### config.mk
export PLATFORM = sky130hd
export DESIGN_NAME = alu_share_arbiter
export DESIGN_NICKNAME = d
export VERILOG_FILES = /design/src/rtl/alu_pkg.sv /design/src/rtl/rr_arb2.sv /design/src/rtl/alu_share_arbiter.sv
export SDC_FILE = /design/constraint.sdc
export NUM_CORES = 1
export LEC_CHECK = 0
export ABC_CLOCK_PERIOD_IN_PS = 1710
export CAP_MARGIN = 40
export CELL_PAD_IN_SITES_DETAIL_PLACEMENT = 1
export CELL_PAD_IN_SITES_GLOBAL_PLACEMENT = 1
export CORE_MARGIN = 3
export CORE_UTILIZATION = 23
export CTS_CLUSTER_SIZE = 30
export DETAILED_ROUTE_END_ITERATION = 10
export PLACE_DENSITY_LB_ADDON = 0.2
export SLEW_MARGIN = 20
export SYNTH_ARGS = -nofsm -noshare
export SYNTH_HDL_FRONTEND = slang
export SYNTH_SLANG_ARGS = --single-unit
### constraint.sdc
create_clock -name clk -period 1.71 [get_ports clk]
set_input_delay 0.4275 -clock clk [delete_from_list [all_inputs] [get_ports clk]]
set_output_delay 0.4275 -clock clk [all_outputs]
set_load 0.005 [all_outputs]
### src/rtl/alu_pkg.sv
// Opcode constants and FSM state encoding shared by the ALU-sharing arbiter and its users.
package alu_pkg;

  localparam logic [2:0] ALU_AND = 3'b000;
  localparam logic [2:0] ALU_OR  = 3'b001;
  localparam logic [2:0] ALU_ADD = 3'b010;
  localparam logic [2:0] ALU_SUB = 3'b110;
  localparam logic [2:0] ALU_SLT = 3'b111;

  typedef enum logic [1:0] {
    IDLE = 2'b00,
    WAIT = 2'b01,
    RESP = 2'b10
  } state_e;

endpackage

### src/rtl/rr_arb2.sv
// Two-way round-robin grant: a lone requester always wins, a tie goes to the one not served last.
module rr_arb2 (
  input  logic [1:0] req_valid,
  input  logic       last_grant,
  output logic       grant,
  output logic       grant_valid
);

  // Grant decode from the pending-request pair
  always_comb begin
    grant       = 1'b0;
    grant_valid = 1'b0;
    case (req_valid)
      2'b01: begin
        grant       = 1'b0;
        grant_valid = 1'b1;
      end
      2'b10: begin
        grant       = 1'b1;
        grant_valid = 1'b1;
      end
      2'b11: begin
        grant       = ~last_grant;
        grant_valid = 1'b1;
      end
      default: begin
        grant       = 1'b0;
        grant_valid = 1'b0;
      end
    endcase
  end

endmodule

### src/rtl/alu_share_arbiter.sv
// Shares one external combinational ALU between two requesters: accept one operation, hold the
// ALU operands in registers, sample the result after ALU_LAT cycles and return it tagged.
module alu_share_arbiter
  import alu_pkg::*;
#(
  parameter int W       = 32,
  parameter int OPW     = 3,
  parameter int ALU_LAT = 1
) (
  input  logic             clk,
  input  logic             rst_n,
  input  logic [1:0]       req_valid,
  output logic [1:0]       req_ready,
  input  logic [2*OPW-1:0] req_op,
  input  logic [2*W-1:0]   req_a,
  input  logic [2*W-1:0]   req_b,
  output logic             resp_valid,
  input  logic             resp_ready,
  output logic             resp_id,
  output logic [W-1:0]     resp_data,
  output logic [OPW-1:0]   alu_op,
  output logic [W-1:0]     alu_a,
  output logic [W-1:0]     alu_b,
  input  logic [W-1:0]     alu_s,
  output logic             busy
);

  // Counter is reloaded only in IDLE, so it never needs to wrap.
  localparam int CW = $clog2(ALU_LAT + 1);

  state_e         state_r;
  state_e         state_next_s;
  logic [OPW-1:0] op_r;
  logic [W-1:0]   a_r;
  logic [W-1:0]   b_r;
  logic           tag_r;
  logic [CW-1:0]  cnt_r;
  logic           last_grant_r;
  logic           resp_valid_r;
  logic           resp_id_r;
  logic [W-1:0]   resp_data_r;

  logic           grant_s;
  logic           grant_valid_s;
  logic           accept_s;
  logic [1:0]     req_ready_s;
  logic [OPW-1:0] sel_op_s;
  logic [W-1:0]   sel_a_s;
  logic [W-1:0]   sel_b_s;

  rr_arb2 u_rr_arb2 (
    .req_valid   (req_valid),
    .last_grant  (last_grant_r),
    .grant       (grant_s),
    .grant_valid (grant_valid_s)
  );

  // Next-state and requester handshake decode
  always_comb begin
    state_next_s = state_r;
    req_ready_s  = 2'b00;
    accept_s     = 1'b0;
    case (state_r)
      IDLE: begin
        if (grant_valid_s) begin
          req_ready_s  = grant_s ? 2'b10 : 2'b01;
          accept_s     = 1'b1;
          state_next_s = WAIT;
        end else begin
          state_next_s = IDLE;
        end
      end
      WAIT: begin
        if (cnt_r == CW'(1)) begin
          state_next_s = RESP;
        end else begin
          state_next_s = WAIT;
        end
      end
      RESP: begin
        if (resp_ready) begin
          state_next_s = IDLE;
        end else begin
          state_next_s = RESP;
        end
      end
      default: begin
        state_next_s = IDLE;
      end
    endcase
  end

  // Steer the granted requester's operation onto the capture path
  always_comb begin
    sel_op_s = req_op[OPW-1:0];
    sel_a_s  = req_a[W-1:0];
    sel_b_s  = req_b[W-1:0];
    if (grant_s) begin
      sel_op_s = req_op[2*OPW-1:OPW];
      sel_a_s  = req_a[2*W-1:W];
      sel_b_s  = req_b[2*W-1:W];
    end else begin
      sel_op_s = req_op[OPW-1:0];
      sel_a_s  = req_a[W-1:0];
      sel_b_s  = req_b[W-1:0];
    end
  end

  // State register
  always_ff @(posedge clk or negedge rst_n) begin
    if (!rst_n) begin
      state_r <= IDLE;
    end else begin
      state_r <= state_next_s;
    end
  end

  // Operand capture, latency countdown and response registers
  always_ff @(posedge clk or negedge rst_n) begin
    if (!rst_n) begin
      op_r         <= {OPW{1'b0}};
      a_r          <= {W{1'b0}};
      b_r          <= {W{1'b0}};
      tag_r        <= 1'b0;
      cnt_r        <= {CW{1'b0}};
      last_grant_r <= 1'b1;
      resp_valid_r <= 1'b0;
      resp_id_r    <= 1'b0;
      resp_data_r  <= {W{1'b0}};
    end else begin
      case (state_r)
        IDLE: begin
          if (accept_s) begin
            op_r  <= sel_op_s;
            a_r   <= sel_a_s;
            b_r   <= sel_b_s;
            tag_r <= grant_s;
            cnt_r <= CW'(ALU_LAT);
          end
        end
        WAIT: begin
          cnt_r <= cnt_r - CW'(1);
          if (cnt_r == CW'(1)) begin
            resp_data_r  <= alu_s;
            resp_id_r    <= tag_r;
            resp_valid_r <= 1'b1;
          end
        end
        RESP: begin
          // Fairness is updated only once the consumer has taken the result.
          if (resp_ready) begin
            resp_valid_r <= 1'b0;
            last_grant_r <= resp_id_r;
          end
        end
        default: begin
          resp_valid_r <= 1'b0;
        end
      endcase
    end
  end

  assign req_ready  = req_ready_s;
  assign resp_valid = resp_valid_r;
  assign resp_id    = resp_id_r;
  assign resp_data  = resp_data_r;
  assign alu_op     = op_r;
  assign alu_a      = a_r;
  assign alu_b      = b_r;
  assign busy       = (state_r != IDLE);

endmodule

==> results.sh, run 1 <==
export IMPL_p_int_w=0.009910
export IMPL_top_layer="met4"
export IMPL_layout_drive_gt1_share_pct=36.47
export IMPL_power_density_nw_per_um2=1566
export IMPL_max_cap_violations=0
export IMPL_grt_pass1_wl_um=23200
export IMPL_switching_power_w=0.003907
export IMPL_fin_ws_ns=-0.1025
export IMPL_finalNonFillerCells=887
export IMPL_dr_wl_met2_um=7777
export IMPL_port_buffers=274
export IMPL_clk_path_buf_depth=2
export IMPL_critPathArrivalTime_ns=2.05
export IMPL_hold_viol=0
export IMPL_outcome="complete, but fails checks"
export IMPL_dr_pass1_iters=4
export IMPL_drc=0
export IMPL_antenna_found_initial=0
export IMPL_timing_final_crit_share_pct=106.0
export IMPL_cp_num_buf_inv=2
export IMPL_pre_cts_ws_ns=-0.7307
export IMPL_die_h_um=151.0
export IMPL_holdCritPathClass="primary input to async pin"
export IMPL_vdd_drop_max_mv=0.6264
export IMPL_rsz0062_at_grt="yes"
export IMPL_initial_utilization_pct=23.68
export IMPL_yosysWarnings=0
export IMPL_p_comb_share_pct=50.7
export IMPL_grt_max_degree=52
export IMPL_root_buffer="clkbuf_16"
export IMPL_synth_area_um2=4837
export IMPL_core_area_um2=20430
export IMPL_avgSynthCellArea_um2=15.40
export IMPL_grt_usage_pct=13.18
export IMPL_crit_path_start_kind="register"
export IMPL_critPathTopFamily="multiplexers"
export IMPL_worst_pin_slew_ns=0.3243
export IMPL_cpMostUsedCell="mux2_2"
export IMPL_top_level_ports=275
export IMPL_report_final_slew_viol_count=0
export IMPL_vias=3793
export IMPL_critPathRequiredTime_ns=1.94
export IMPL_crit_slowest_cell="dfstp_2"
export IMPL_dp_cells=859
export IMPL_violations="negative setup slack"
export IMPL_viasPerCell=4.276
export IMPL_cts_sinks=106
export IMPL_htreeDepth=3
export IMPL_numCtsBuffers=9
export IMPL_synthesis_nets=485
export IMPL_clock_skew_ns=0.007705
export IMPL_totalWireLength_um=16440
export IMPL_netlist_instances=314
export IMPL_die_area_um2=22810
export IMPL_grt_overflow=0
export IMPL_nNetsFinal=783
export IMPL_relSlewSlack_pct=78.38
export IMPL_seqPwrFrac_pct=32.6
export IMPL_fmax_ghz=0.5517
export IMPL_max_stage_delay_ns=0.56
export IMPL_holdWs_ns=0.4699
export IMPL_timing_final_crit_period_ns=1.812
export IMPL_yosysSeqAreaShare_pct=54.86
export IMPL_cts_tree="yes"
export IMPL_antenna_cells=0
export IMPL_wl_per_cell_um=18.54
export IMPL_antenna_left=0
export IMPL_synthDistinctLibCells=20
export IMPL_end_kind="register"
export IMPL_clk_latency_ns=0.35
export IMPL_setup_viol_count_final=68
export IMPL_fp_row_count=52
export IMPL_first_iter_violations=57
export IMPL_power_leakage_nw=3.854
export IMPL_path_class="register to register"
export IMPL_p_clk_share_pct=16.7
export IMPL_wl_met1_um=6689
export IMPL_die_w_um=151.0
export IMPL_dp_hpwl_um=11540
export IMPL_synth_seq_cells=106
export IMPL_routabilityCongestion=0.7045
export IMPL_routed_wl_met3_um=1815
export IMPL_area_growth_pct=82.38
export IMPL_worstPathMaxFanout=9
export IMPL_crit_chain="a21bo_4 > buf_12 > clkbuf_16 > mux2_2 > mux2_2"
export IMPL_clkSlewWorstSetupHoldPaths_ns=0.07
export IMPL_p_sw_share_pct=28.28
export IMPL_grt_pass1_vias=4266
==> worst register-to-register path: cells and delay by family, from the launching register on <==
family | cells | cell delay (ns)
buffers and inverters | 2 | 0.39
multiplexers | 2 | 0.59
flip-flops | 1 | 0.56
AO/OA/AOI/OAI | 1 | 0.16
==> cell usage after synthesis, drive strengths merged <==
cell	instances	area share [%]
xnor2	1	0.18
o21ai	4	0.41
dfstp	1	0.54
nor2	3	0.23
a21o	1	0.16
nor3	1	0.10
nor2b	1	0.13
a21oi	1	0.10
inv	2	0.16
clkbuf	2	0.16
a21bo	1	0.21
buf	16	2.0
nand2	5	0.39
dfrtp	105	54
nand2b	1	0.13
mux2	168	41
nand3b	1	0.16
==> timing repair <==
item,4_1_cts,5_1_grt
setup buffers,4,0
hold endpoints to repair,7,0
cloned,2,5
resized for setup,48,41
setup endpoints to repair,73,113
pin swaps,2,3
hold buffers,1,0
==> state kept, by name, summed over array words and instances (netlist names) <==
name,cells
resp_data,32
tag_r,1
resp_id,1
alu_b,32
alu_a,32
last_grant_r,1
alu_op,3
cnt_r,1
state_r,2
resp_valid,1
==> placed cells by master (no fill, tap or decap), types with 2 or more instances in the layout <==
master,count
dfrtp_1,104
mux2_2,107
nand2_1,4
buf_6,4
buf_2,3
buf_12,6
dlygate4sd2_1,3
inv_1,2
o21ai_0,2
nor2_1,2
buf_4,13
mux2_4,61
clkinvlp_4,2
bufinv_16,2
buf_16,4
clkbuf_16,13
clkdlybuf4s50_1,253
dlymetal6s2s_1,13
==> routing by layer <==
layer  vias up  track usage (%)
li1       1722                -
met1      1880            15.41
met2       181            22.17
met3        10            5.685
met4         0            3.536
met5         -                0
==> path summary, 6_finish.rpt <==
check	startpoint	end	slack, ns	cells past startpoint
max	last_grant_r$_DFFE_PN1P_	alu_op[1]$_DFFE_PN0P_	-0.10	5
min	rst_n	alu_a[11]$_DFFE_PN0P_	0.47	2
max reg2reg	last_grant_r$_DFFE_PN1P_	alu_op[1]$_DFFE_PN0P_	-0.10	5
min reg2reg	tag_r$_DFFE_PN0P_	tag_r$_DFFE_PN0P_	0.47	1
max in group asynchronous	rst_n	last_grant_r$_DFFE_PN1P_	0.64	3
min in group clk	tag_r$_DFFE_PN0P_	tag_r$_DFFE_PN0P_	0.47	1
==> kinds of logic after synthesis <==
kind of cell	share of synthesized area [%]
DFF	54.86
muxes	40.58
buffers and inverters	2.354
and+or+nand+nor	1.138
AOI/OAI and AO/OA	0.8792
xor gates and xnor gates	0.1811
==> power groups by stage <==
stage               combinational (W)  clock [W]  sequential [W]
CTS                           0.00693    0.00240         0.00452
global route                  0.00753    0.00250         0.00467
floorplan                     0.00258          0         0.00458
global placement              0.00658          0         0.00448
detailed placement            0.00668          0         0.00456
finish                        0.00701    0.00231         0.00450
==> final cells by class <==
class	instances	area, um^2
inverters	2	7.507
fillers	2108	11610
clock buffers	11	242.7
flip-flops and latches	106	2655
clock inverters	5	86.33
repair buffers	305	3229
multi-input cells	188	2263
well taps	270	337.8
==> metrics by stage <==
step	setup TNS [ns]	utilization (%)	area [um^2]	power [W]
detailed placement	-40.72	39.44	8056	0.01124
CTS	-5.323	41.97	8574	0.01385
global route	-7.247	43.18	8822	0.01470
finish	-4.475	43.18	8822	0.01382
floorplan	0	-	4842	0.007163
global placement	-36.77	39.44	8056	0.01106
Note: power is estimated with default switching activity, not from simulation.
==> inputs of run 2 (changes only) <==
--- a/config.mk
+++ b/config.mk
@@ -10,7 +10,7 @@
 export CELL_PAD_IN_SITES_DETAIL_PLACEMENT = 1
 export CELL_PAD_IN_SITES_GLOBAL_PLACEMENT = 1
 export CORE_MARGIN = 3
-export CORE_UTILIZATION = 23
+export CORE_UTILIZATION = 27
 export CTS_CLUSTER_SIZE = 30
 export DETAILED_ROUTE_END_ITERATION = 10
 export PLACE_DENSITY_LB_ADDON = 0.2
==> results.sh, run 2 (synthesis gave the netlist of run 1 again) <==
export IMPL_hold_viol=0
export IMPL_antenna_found_initial=0
export IMPL_clk_latency_ns=0.35
export IMPL_switching_power_w=0.003931
export IMPL_top_level_ports=275
export IMPL_die_area_um2=19560
export IMPL_p_int_w=0.009973
export IMPL_grt_pass1_vias=4314
export IMPL_totalWireLength_um=17090
export IMPL_p_total_w=0.01390
export IMPL_max_cap_violations=0
export IMPL_power_density_nw_per_um2=1573
export IMPL_critPathRequiredTime_ns=1.94
export IMPL_port_buffers=274
export IMPL_die_w_um=139.9
export IMPL_grt_overflow=0
export IMPL_die_h_um=139.9
export IMPL_rsz0062_at_grt="yes"
export IMPL_relSlewSlack_pct=77.39
export IMPL_root_buffer="clkbuf_16"
export IMPL_vias=3832
export IMPL_power_leakage_nw=3.894
export IMPL_grt_usage_pct=16.27
export IMPL_clock_skew_ns=0.006486
export IMPL_wl_per_cell_um=20.37
export IMPL_numCtsBuffers=9
export IMPL_rrSetupSlack_ns=-0.08
export IMPL_path_class="register to register"
export IMPL_timing_final_crit_period_ns=1.790
export IMPL_end_kind="register"
export IMPL_hp_start="tag_r$_DFFE_PN0P_"
export IMPL_drc=0
export IMPL_worstPathMaxFanout=7
export IMPL_fp_row_count=48
export IMPL_crit_path_start_kind="register"
export IMPL_critPathArrivalTime_ns=2.02
export IMPL_final_common_cell="clkdlybuf4s50_1"
export IMPL_p_comb_share_pct=50.0
export IMPL_viasPerCell=4.567
export IMPL_antenna_left=0
export IMPL_outcome="complete, but fails checks"
export IMPL_initial_utilization_pct=27.77
export IMPL_first_iter_violations=92
export IMPL_dr_pass1_iters=4
export IMPL_routabilityCongestion=0.8068
export IMPL_timing_final_crit_share_pct=104.7
export IMPL_seqPwrFrac_pct=32.5
export IMPL_holdCritPathClass="register to register"
export IMPL_htreeDepth=3
export IMPL_p_sw_share_pct=28.27
export IMPL_area_growth_pct=82.72
export IMPL_grt_max_degree=46
export IMPL_crit_start="last_grant_r$_DFFE_PN1P_"
export IMPL_antenna_cells=0
export IMPL_dp_cells=808
export IMPL_rr_worst_depth=5
export IMPL_worst_pin_slew_ns=0.3392
export IMPL_clkSlewWorstSetupHoldPaths_ns=0.07
export IMPL_report_final_slew_viol_count=0
export IMPL_final_cell_mix="252 x clkdlybuf4s50_1, 103 x dfrtp_1, 99 x mux2_2, 69 x mux2_4, 15 x clkbuf_16"
export IMPL_fin_ws_ns=-0.08009
export IMPL_worstReg2RegStart="last_grant_r$_DFFE_PN1P_"
export IMPL_nNetsFinal=780
export IMPL_pre_cts_ws_ns=-0.6921
export IMPL_grt_pass1_wl_um=25010
export IMPL_setup_viol_count_final=67
export IMPL_p_clk_share_pct=17.5
export IMPL_cts_sinks=106
export IMPL_clk_path_buf_depth=2
export IMPL_cts_tree="yes"
export IMPL_min_path_cells=1
export IMPL_violations="negative setup slack"
export IMPL_finalNonFillerCells=839
export IMPL_vdd_drop_max_mv=0.7629
export IMPL_core_area_um2=17420
export IMPL_dp_hpwl_um=11830
export IMPL_layout_drive_gt1_share_pct=36.81
export IMPL_fmax_ghz=0.5586
[run 2: routing by layer]
layer | GRT usage (%) | wire length (um)
met1 | 19.05 | 6942
met3 | 6.220 | 1479
met5 | 0 | 0
met4 | 5.201 | 287
met2 | 27.55 | 8380
[run 2: timing repair]
| item | 4_1_cts | 5_1_grt |
|---|---|---|
| setup endpoints to repair | 75 | 81 |
| endpoints found under the hold margin | 18 | 0 |
| setup buffers | 5 | 0 |
| hold buffers | 1 | 0 |
| gates cloned | 2 | 7 |
| gates resized for setup | 56 | 48 |
| pin swaps | 2 | 3 |
[run 2: cell type report]
type / instances / area [um^2]
clock inverters: 6 / 113.9
fillers: 1745 / 8578
well taps: 225 / 281.5
flip-flops and latches: 106 / 2656
repair buffers: 302 / 3236
inverters: 2 / 7.507
clock buffers: 10 / 239.0
multi-input cells: 188 / 2305
[run 2: path summary, 6_finish.rpt]
kind                                             to
max in group asynchronous  last_grant_r$_DFFE_PN1P_
max                           alu_b[21]$_DFFE_PN0P_
min reg2reg                       tag_r$_DFFE_PN0P_
max reg2reg                   alu_b[21]$_DFFE_PN0P_
min                               tag_r$_DFFE_PN0P_
min in group asynchronous     alu_a[27]$_DFFE_PN0P_
[run 2: critical path, cell delays in order, from the launching register on]
cell and delay (ns):
dfstp_2 0.55, a21bo_4 0.18, clkbuf_16 0.20, clkbuf_16 0.17, mux2_4 0.30, mux2_2 0.27
[run 2: stage by stage]
stage	cell area [um^2]	utilization (%)	hold WS (ns)	setup TNS (ns)
4_1_cts	8522	48.93	0.4837	-4.454
5_1_grt	8838	50.75	0.5192	-6.207
2_1_floorplan	4842	-	0.1319	0
6_report	8838	50.75	0.4946	-3.600
3_3_place_gp	7955	45.68	0.3628	-37.82
3_5_place_dp	7955	45.68	0.3580	-41.87
[run 2: power groups by stage]
stage | combinational, W | sequential (W) | clock, W
detailed placement | 0.00655 | 0.00457 | 0
global placement | 0.00642 | 0.00448 | 0
finish | 0.00695 | 0.00451 | 0.00244
floorplan | 0.00258 | 0.00458 | 0
global route | 0.00742 | 0.00469 | 0.00264
CTS | 0.00683 | 0.00452 | 0.00253
